$ cat config.mk
export PLATFORM = sky130hd
export DESIGN_NAME = cpu_bus_master
export DESIGN_NICKNAME = d
export VERILOG_FILES = /design/src/rtl/cpu_bus_pkg.sv /design/src/rtl/cpu_load_align.sv /design/src/rtl/cpu_bus_master.sv
export SDC_FILE = /design/constraint.sdc
export NUM_CORES = 1
export LEC_CHECK = 0
export ABC_AREA = 1
export CAP_MARGIN = 5
export CORE_ASPECT_RATIO = 0.5
export CORE_MARGIN = 1.5
export CORE_UTILIZATION = 45
export DETAILED_ROUTE_END_ITERATION = 8
export HOLD_SLACK_MARGIN = 0.02
export PLACE_DENSITY = 0.82
export SLEW_MARGIN = 20
export SYNTH_ARGS = -nofsm -noshare
export SYNTH_HDL_FRONTEND = slang
export SYNTH_SLANG_ARGS = --single-unit
$ cat constraint.sdc
create_clock -name clk -period 2.4 [get_ports clk]
set_input_delay 0.36 -clock clk [delete_from_list [all_inputs] [get_ports clk]]
set_output_delay 0.36 -clock clk [all_outputs]
set_load 0.02 [all_outputs]
$ cat src/rtl/cpu_bus_pkg.sv
// cpu_bus_pkg: shared bus codes, request sizes, master states and request helpers
package cpu_bus_pkg;
  localparam logic [1:0] RD32 = 2'b00;
  localparam logic [1:0] WR8 = 2'b01;
  localparam logic [1:0] WR16 = 2'b10;
  localparam logic [1:0] WR32 = 2'b11;
  localparam logic [1:0] SZ_B = 2'b00;
  localparam logic [1:0] SZ_H = 2'b01;
  localparam logic [1:0] SZ_W = 2'b10;
  localparam logic [1:0] SZ_ILL = 2'b11;
  localparam int TIMEOUT_DEFAULT = 16;
  typedef enum logic [2:0] {IDLE, ISSUE, WAIT_ACK, WAIT_DONE, RESP} state_t;
  function automatic logic bad_req(input logic [1:0] sz, input logic [1:0] a);
    return sz == SZ_ILL || (sz == SZ_H && a[0]) || (sz == SZ_W && a != 2'b00);
  endfunction
  function automatic logic [1:0] wlen_of(input logic we, input logic [1:0] sz);
    return !we ? RD32 : sz == SZ_B ? WR8 : sz == SZ_H ? WR16 : WR32;
  endfunction
endpackage

$ cat src/rtl/cpu_load_align.sv
// cpu_load_align: picks the addressed byte/half from responder data and extends it
module cpu_load_align
  import cpu_bus_pkg::*;
(
  input  logic [31:0] rdata,
  input  logic        addr0,
  input  logic [1:0]  size,
  input  logic        uns,
  output logic [31:0] data
);
  logic [7:0] b;
  assign b = addr0 ? rdata[15:8] : rdata[7:0];
  assign data = size == SZ_B ? {{24{~uns & b[7]}}, b} :
                size == SZ_H ? {{16{~uns & rdata[15]}}, rdata[15:0]} : rdata;
endmodule

$ cat src/rtl/cpu_bus_master.sv
// cpu_bus_master: turns one CPU load/store into a single timed cpu_bus transaction
module cpu_bus_master
  import cpu_bus_pkg::*;
#(
  parameter int TIMEOUT_CYCLES = TIMEOUT_DEFAULT,
  parameter int ADDR_W = 32
) (
  input  logic              clk,
  input  logic              reset,
  input  logic              req_valid,
  output logic              req_ready,
  input  logic              req_we,
  input  logic [1:0]        req_size,
  input  logic              req_unsigned,
  input  logic [ADDR_W-1:0] req_addr,
  input  logic [31:0]       req_wdata,
  output logic              resp_valid,
  output logic [31:0]       resp_rdata,
  output logic              resp_err,
  output logic [ADDR_W-1:0] address,
  output logic [31:0]       wdata,
  output logic [1:0]        WLEN,
  output logic              EN_N,
  input  logic              READY,
  input  logic [31:0]       rdata
);
  localparam int CW = $clog2(TIMEOUT_CYCLES + 1);
  state_t state;
  logic we, uns, tmo;
  logic [1:0] size;
  logic [CW-1:0] cnt;
  logic [31:0] ld;
  cpu_load_align u_align (.rdata(rdata), .addr0(address[0]), .size(size), .uns(uns), .data(ld));
  assign req_ready = state == IDLE;
  assign EN_N = state != ISSUE;
  assign tmo = cnt == CW'(TIMEOUT_CYCLES - 1);
  always_ff @(posedge clk) begin
    if (reset) begin
      state <= IDLE;
      address <= '0;
      wdata <= '0;
      WLEN <= RD32;
      resp_valid <= 1'b0;
      resp_rdata <= '0;
      resp_err <= 1'b0;
      cnt <= '0;
      we <= 1'b0;
      uns <= 1'b0;
      size <= SZ_B;
    end else begin
      resp_valid <= 1'b0;
      case (state)
        IDLE: if (req_valid) begin
          we <= req_we;
          size <= req_size;
          uns <= req_unsigned;
          if (bad_req(req_size, req_addr[1:0])) begin
            state <= RESP;
            resp_valid <= 1'b1;
            resp_err <= 1'b1;
            resp_rdata <= '0;
          end else begin
            address <= req_addr;
            wdata <= req_wdata;
            WLEN <= wlen_of(req_we, req_size);
            cnt <= '0;
            state <= ISSUE;
          end
        end
        ISSUE: state <= READY ? WAIT_ACK : ISSUE;
        WAIT_ACK: begin
          cnt <= cnt + 1'b1;
          if (tmo) begin
            state <= RESP;
            resp_valid <= 1'b1;
            resp_err <= 1'b1;
            resp_rdata <= '0;
          end else if (!READY) state <= WAIT_DONE;
        end
        WAIT_DONE: begin
          cnt <= cnt + 1'b1;
          if (READY || tmo) begin
            state <= RESP;
            resp_valid <= 1'b1;
            resp_err <= !READY;
            resp_rdata <= READY && !we ? ld : '0;
          end
        end
        RESP: state <= IDLE;
        default: state <= IDLE;
      endcase
    end
  end
endmodule

# ---- Word level (Yosys, flattened, before mapping)
# Cells that the tools add are included.
dict set report totals {
  register_bits 112
  inputBits 104
  output_inout_bits 102
  wordCells 83
}
dict set report op_classes {
  add_sub_neg 1
  n_eq_ne 15
  muxes 32
  n_bitwise 4
  n_reduce_logical 20
}
# op n
set op_table {}
lappend op_table {{32-bit 2-to-1 mux} 7}
lappend op_table {{32-bit one-hot mux with 3 select lines} 1}
lappend op_table {{3-bit 2-to-1 mux} 5}
lappend op_table {{3-bit one-hot mux with 4 select lines} 1}
lappend op_table {{5-bit 2-to-1 mux} 2}
lappend op_table {{5-bit one-hot mux with 2 select lines} 1}
lappend op_table {{1-bit 2-to-1 mux} 9}
lappend op_table {{3-bit AND reduction} 3}
lappend op_table {{8-bit 2-to-1 mux} 1}
lappend op_table {{2-bit != test (second input constant)} 4}
lappend op_table {{3-bit by 2-bit equality test with 1-bit output (second input constant)} 2}
lappend op_table {{2-bit 2-to-1 mux} 3}
lappend op_table {{1-bit one-hot mux with 3 select lines} 2}
lappend op_table {{5-bit by 1-bit adder with 5-bit output (second input constant)} 1}
lappend op_table {{5-bit by 4-bit equality test with 1-bit output (second input constant)} 1}
lappend op_table {{5-bit AND reduction} 1}
lappend op_table {{2-bit by 1-bit equality test with 1-bit output (second input constant)} 2}
lappend op_table {{2-bit equality test (second input constant)} 2}
lappend op_table {{2-bit zero test} 2}
lappend op_table {{2-bit nonzero test} 2}
lappend op_table {{3-bit by 1-bit equality test with 1-bit output (second input constant)} 1}
lappend op_table {{1-bit logical AND} 3}
lappend op_table {{3-bit zero test} 1}
lappend op_table {{1-bit logical OR} 3}
lappend op_table {{9 further kinds} 12}

# ---- Longest topological paths before layout
# Gate-level depths: netlist of the first run.
dict set report depth {
  word_depth 7
  depth_mapped 11
  mapped_depth_nobuf 11
}

# ---- Modules after synthesis
# A second synthesis of the first run with hierarchy kept.
dict set report unflattened {
  cells_unflattened 656
  hier_area_um2 4790.8
}
# mod instances cells_each area_per_inst_um2 seq_area_each_um2
set modules_own_cells {}
lappend modules_own_cells {cpu_bus_master 1 532 4167.7 2242.2}
lappend modules_own_cells {cpu_load_align 1 124 623.1 0.0}

# ---- Least setup slack after synthesis of the first run
# No wires, ideal clock.
dict set report synth_timing {
  path_type {reg-to-reg}
  start {reg cnt[0]}
  end {reg resp_rdata[14]}
  setup_ns 0.071
  arrival_ns 1.548
  slack_ns 0.781
  stages_incl_launch_ff 11
  path_buffers 1
  synth_period_minus_slack_ns 1.619
  cell_sequence {dfxtp_1 > ha_1 > nand2_1 > nor2_1 > ha_1 > inv_1 > a21oi_1 > o21ai_1 > buf_2 > nand3_1 > a21oi_1}
}
dict set report synth_between {
  elab_chain_len 4
}
# element line_no
set synth_lines {}
lappend synth_lines {{start, declared} cpu_bus_master.sv:31} ;# logic [CW-1:0] cnt;
lappend synth_lines {{start signal, assigned} cpu_bus_master.sv:72} ;# cnt <= cnt + 1'b1;
lappend synth_lines {{start signal, assigned} cpu_bus_master.sv:81} ;# cnt <= cnt + 1'b1;
lappend synth_lines {{5-bit by 4-bit equality test with 1-bit output *} cpu_bus_master.sv:36} ;# assign tmo = cnt == CW'(TIMEOUT_CYCLES - 1);
lappend synth_lines {{1-bit logical OR} cpu_bus_master.sv:82} ;# if (READY || tmo) begin
lappend synth_lines {{2-bit != test (no line)} --}
lappend synth_lines {{5-bit AND reduction (no line) *} --}
lappend synth_lines {{end signal, assigned} cpu_bus_master.sv:86} ;# resp_rdata <= READY && !we ? ld : '0;
lappend synth_lines {{end, declared} cpu_bus_master.sv:18} ;# output logic [31:0] resp_rdata,
# Mark *: on every way between the ends. The rest lies on a longest branch, timed or not.
# A chain may end at the register's enable or synchronous reset.

# ---- Final worst setup path of the first run
dict set report layout_timing {
  start {reg state[1]}
  end {out EN_N}
}
dict set report layout_between {
  elab_chain_len 1
}
# element line_no
set layout_lines {}
lappend layout_lines {{start, declared} cpu_bus_master.sv:28} ;# state_t state;
lappend layout_lines {{start signal, assigned} cpu_bus_master.sv:70} ;# ISSUE: state <= READY ? WAIT_ACK : ISSUE;
lappend layout_lines {{3-bit by 1-bit != test with 1-bit output} cpu_bus_master.sv:35} ;# assign EN_N = state != ISSUE;
lappend layout_lines {{end, declared} cpu_bus_master.sv:23} ;# output logic EN_N,
# No other way between the ends.

==> implementation parameters, run 1 <==
Parameter                              Value

Final layout
  Utilization of the core after routing    0.722
  Most frequent cells in the layout    clkdlybuf4s50_1, nor2_1, dfxtp_1, o21ai_0, nand3_1
  Post-synthesis to final-layout area growth    53.2%
  Most common cell after layout, fill and taps aside    clkdlybuf4s50_1
  Fraction of layout cells with a size suffix above 1    0.0465
  FILL cells    799
  Final antenna diode count    0
  Total number of nets in the final design    896

Worst hold path
  Type of the worst min-delay path    reg2reg

Die
  Number of placed I/O pins    206
  Placeable core area    9630 um2
  Starting density of the core    0.471
  Height of the die    74.0 um
  Die area    10700 um2
  # rows    25
  Die X-Extent    145 um

Timing
  Pins Over Slew Limit    0
  Crit path time final    2.10 ns
  Worst Skew    0.00707 ns
  Number of hold violations in the final report    0
  Final count of negative-setup-slack endpoints    0
  Max Fclk    0.476 GHz
  Unrepaired setup endpoints after global routing    false
  Total negative slack for setup checks    0 ns
  Share of the cycle needed by the critical path after routing    0.876
  Slew at the pin with the worst max-slew slack    0.619 ns
  Rel. slew slack    0.587
  Final hold slack    0.481 ns

Clocking
  Clock transition at the registers of the reported paths    0.07 ns
  Clk_lat worst skew    0.34 ns
  Hold buffers post-CTS    0
  Number of H-tree levels    3
  Clock root buffer master    clkbuf_16
  TritonCTS Sinks    112
  Clock tree from TritonCTS    yes
  Clock Path Buffers    2
  Post-CTS setup buffers    0
  CTS buffer count    9
  PostCTS Resize Cnt    0

Drt
  DRC viols    0
  Routed via count divided by cell count    5.05
  Violation count after the first detailed-routing iteration    269
  Total via count in the routed design    4692
  Final Routed Wirelength    13.2 mm
  Routed wire length per instance    14.2 um
  Number of nets with antenna violations after routing    0
  Router iterations before antenna repair    5

Critical path
  Data arrival at the endpoint of the critical path    1.74 ns
  Critical Path RT    2.04 ns
  Kind of capture point of the worst setup path    output pin
  Largest fanout on the critical path    7
  Type of the setup path with the least slack    reg2out
  Worst setup SP type    flip-flop

Synth
  Synth Area in XOR/XNOR    0.00193
  Syn nets    711
  Synthesized area per cell    7.50 um2
  Cell area after technology mapping    4540 um2
  Count of distinct cell types in the synthesized netlist    27
  Synthesized instance count    605
  Mux share of post-synthesis cell area    0
  Post-synthesis compound-gate area fraction    0.171
  Ys Warns    0
  Area share of and/or/nand/nor cells after synthesis    0.260
  Sequential area share after synthesis    0.494
  Total of flip-flops plus latches after synthesis    112
  Dominant combinational cell family by area after synthesis    simple AND/OR/NAND/NOR gates
  Synthesized-area fraction occupied by adder cells    0.00551

Pwr
  Post-route total power    4.54 mW
  Maximum vdd drop    0.393 mV
  Power density over the cells    653 nW/um2
  Cell leakage power    2.61 nW

Placement
  Gp weighted congestion    0.837
  Port Buffer Count    205
  Sum of net half-perimeters after detailed placement    9.18 mm

Global route
  Total GRT Usage    0.249
  Maximum number of pins on one net before global-route repair    74
  Vias in the first global route    4435
  Total overflow reported by the global router    0
  Number of antenna violations at the first check in global routing    0
  First-pass GRT wire length    21.6 mm

Outcome
  Result of the run    completed

Job
  Reported max-cap violation count    0
[worst max-delay path: stages, from the launching register on]
cell,delay [ns]
dfxtp_1,0.52
inv_1,0.13
nand3_1,0.14
clkdlybuf4s50_1,0.62
[cells by family after synthesis]
kind of cell,Yosys count
and+or+nand+nor,275
adders and majority gates,2
AOI/OAI and AO/OA,146
xor gates and xnor gates,1
buffers and inverters,69
DFF,112
[sequential cells by signal, summed over array words and instances (netlist names), 2 cells and up]
name	count
WLEN	2
address	32
cnt	5
resp_rdata	32
size	2
state	3
wdata	32
[through the flow]
stage,instance area [um2],setup WS [ns],std cells
6_report,6950,0.298,930
5_1_grt,6950,0.211,930
4_1_cts,6950,0.299,930
3_5_place_dp,6660,0.290,914
3_3_place_gp,6660,0.355,914
2_1_floorplan,4540,0.781,605
[Yosys cell counts (all sizes together)]
cell type / instances / share of area
nor2: 148 / 0.13
dfxtp: 112 / 0.49
o21ai: 86 / 0.095
nand3: 66 / 0.075
nand2: 51 / 0.043
a21oi: 42 / 0.046
inv: 26 / 0.022
buf: 21 / 0.027
clkbuf: 19 / 0.016
o21a: 17 / 0.028
nand4: 5 / 0.0069
clkinv: 3 / 0.0025
ha: 2 / 0.0055
nor3: 2 / 0.0058
or2: 2 / 0.0028
nand3b: 1 / 0.0017
o21bai: 1 / 0.0017
xor2: 1 / 0.0019
[report_power, final]
part           leakage (nW)  total [mW]  internal (mW)  switching, mW
clock                 0.149        1.44          0.790          0.654
sequential            0.914        2.05           1.98         0.0686
combinational          1.54        1.04          0.494          0.551
total                  2.61        4.54           3.27           1.27
[final cells by class]
cell class | count | area [um2] | area share
Clock inverter | 4 | 27.5 | 0.00396
Timing Repair Buffer | 214 | 2140 | 0.308
Tap cell | 135 | 169 | 0.0243
Multi-Input combinational cell | 424 | 2000 | 0.287
Clock buffer | 12 | 267 | 0.0383
Sequential cell | 112 | 2240 | 0.322
Inverter | 29 | 109 | 0.0157
[worst paths after layout]
check                               start       endpoint  slack (ns)  cells past startpoint
worst max-delay path             state[1]           EN_N        0.30                      3
worst min-delay path            wdata[31]      wdata[31]        0.48                      2
worst max register to register     cnt[1]  resp_rdata[8]        0.40                     12
worst min register to register  wdata[31]      wdata[31]        0.48                      2
[layer usage]
layer | part of all wire | global-route usage
met1 | 0.41 | 0.292
met2 | 0.51 | 0.456
met3 | 0.058 | 0.0620
met4 | 0.018 | 0.0905
met5 | 0 | 0
Power figures use the tool's default switching activity.
==> run 2: changes to the inputs <==
--- a/config.mk
+++ b/config.mk
@@ -6,6 +6,7 @@
 export NUM_CORES = 1
 export LEC_CHECK = 0
 export ABC_AREA = 1
+export ABC_CLOCK_PERIOD_IN_PS = 2400
 export CAP_MARGIN = 5
 export CORE_ASPECT_RATIO = 0.5
 export CORE_MARGIN = 1.5
==> constraint.sdc (replaced) <==
create_clock -name clk -period 2.4 [get_ports clk]
set_input_delay 0.36 -clock clk [delete_from_list [all_inputs] [get_ports clk]]
set_output_delay 0.36 -clock clk [all_outputs]
set_load 0.005 [all_outputs]
==> results of run 2 <==
The final DEF is identical to that of run 1. Status: completed.
Among the figures that moved: setup slack after layout 0.298 ns -> 0.400 ns; start point of the critical path state[1] -> cnt[1]; end point of the critical path EN_N -> resp_rdata[8]; total power 4.54 mW -> 4.42 mW; worst IR drop on VDD 0.393 mV -> 0.392 mV
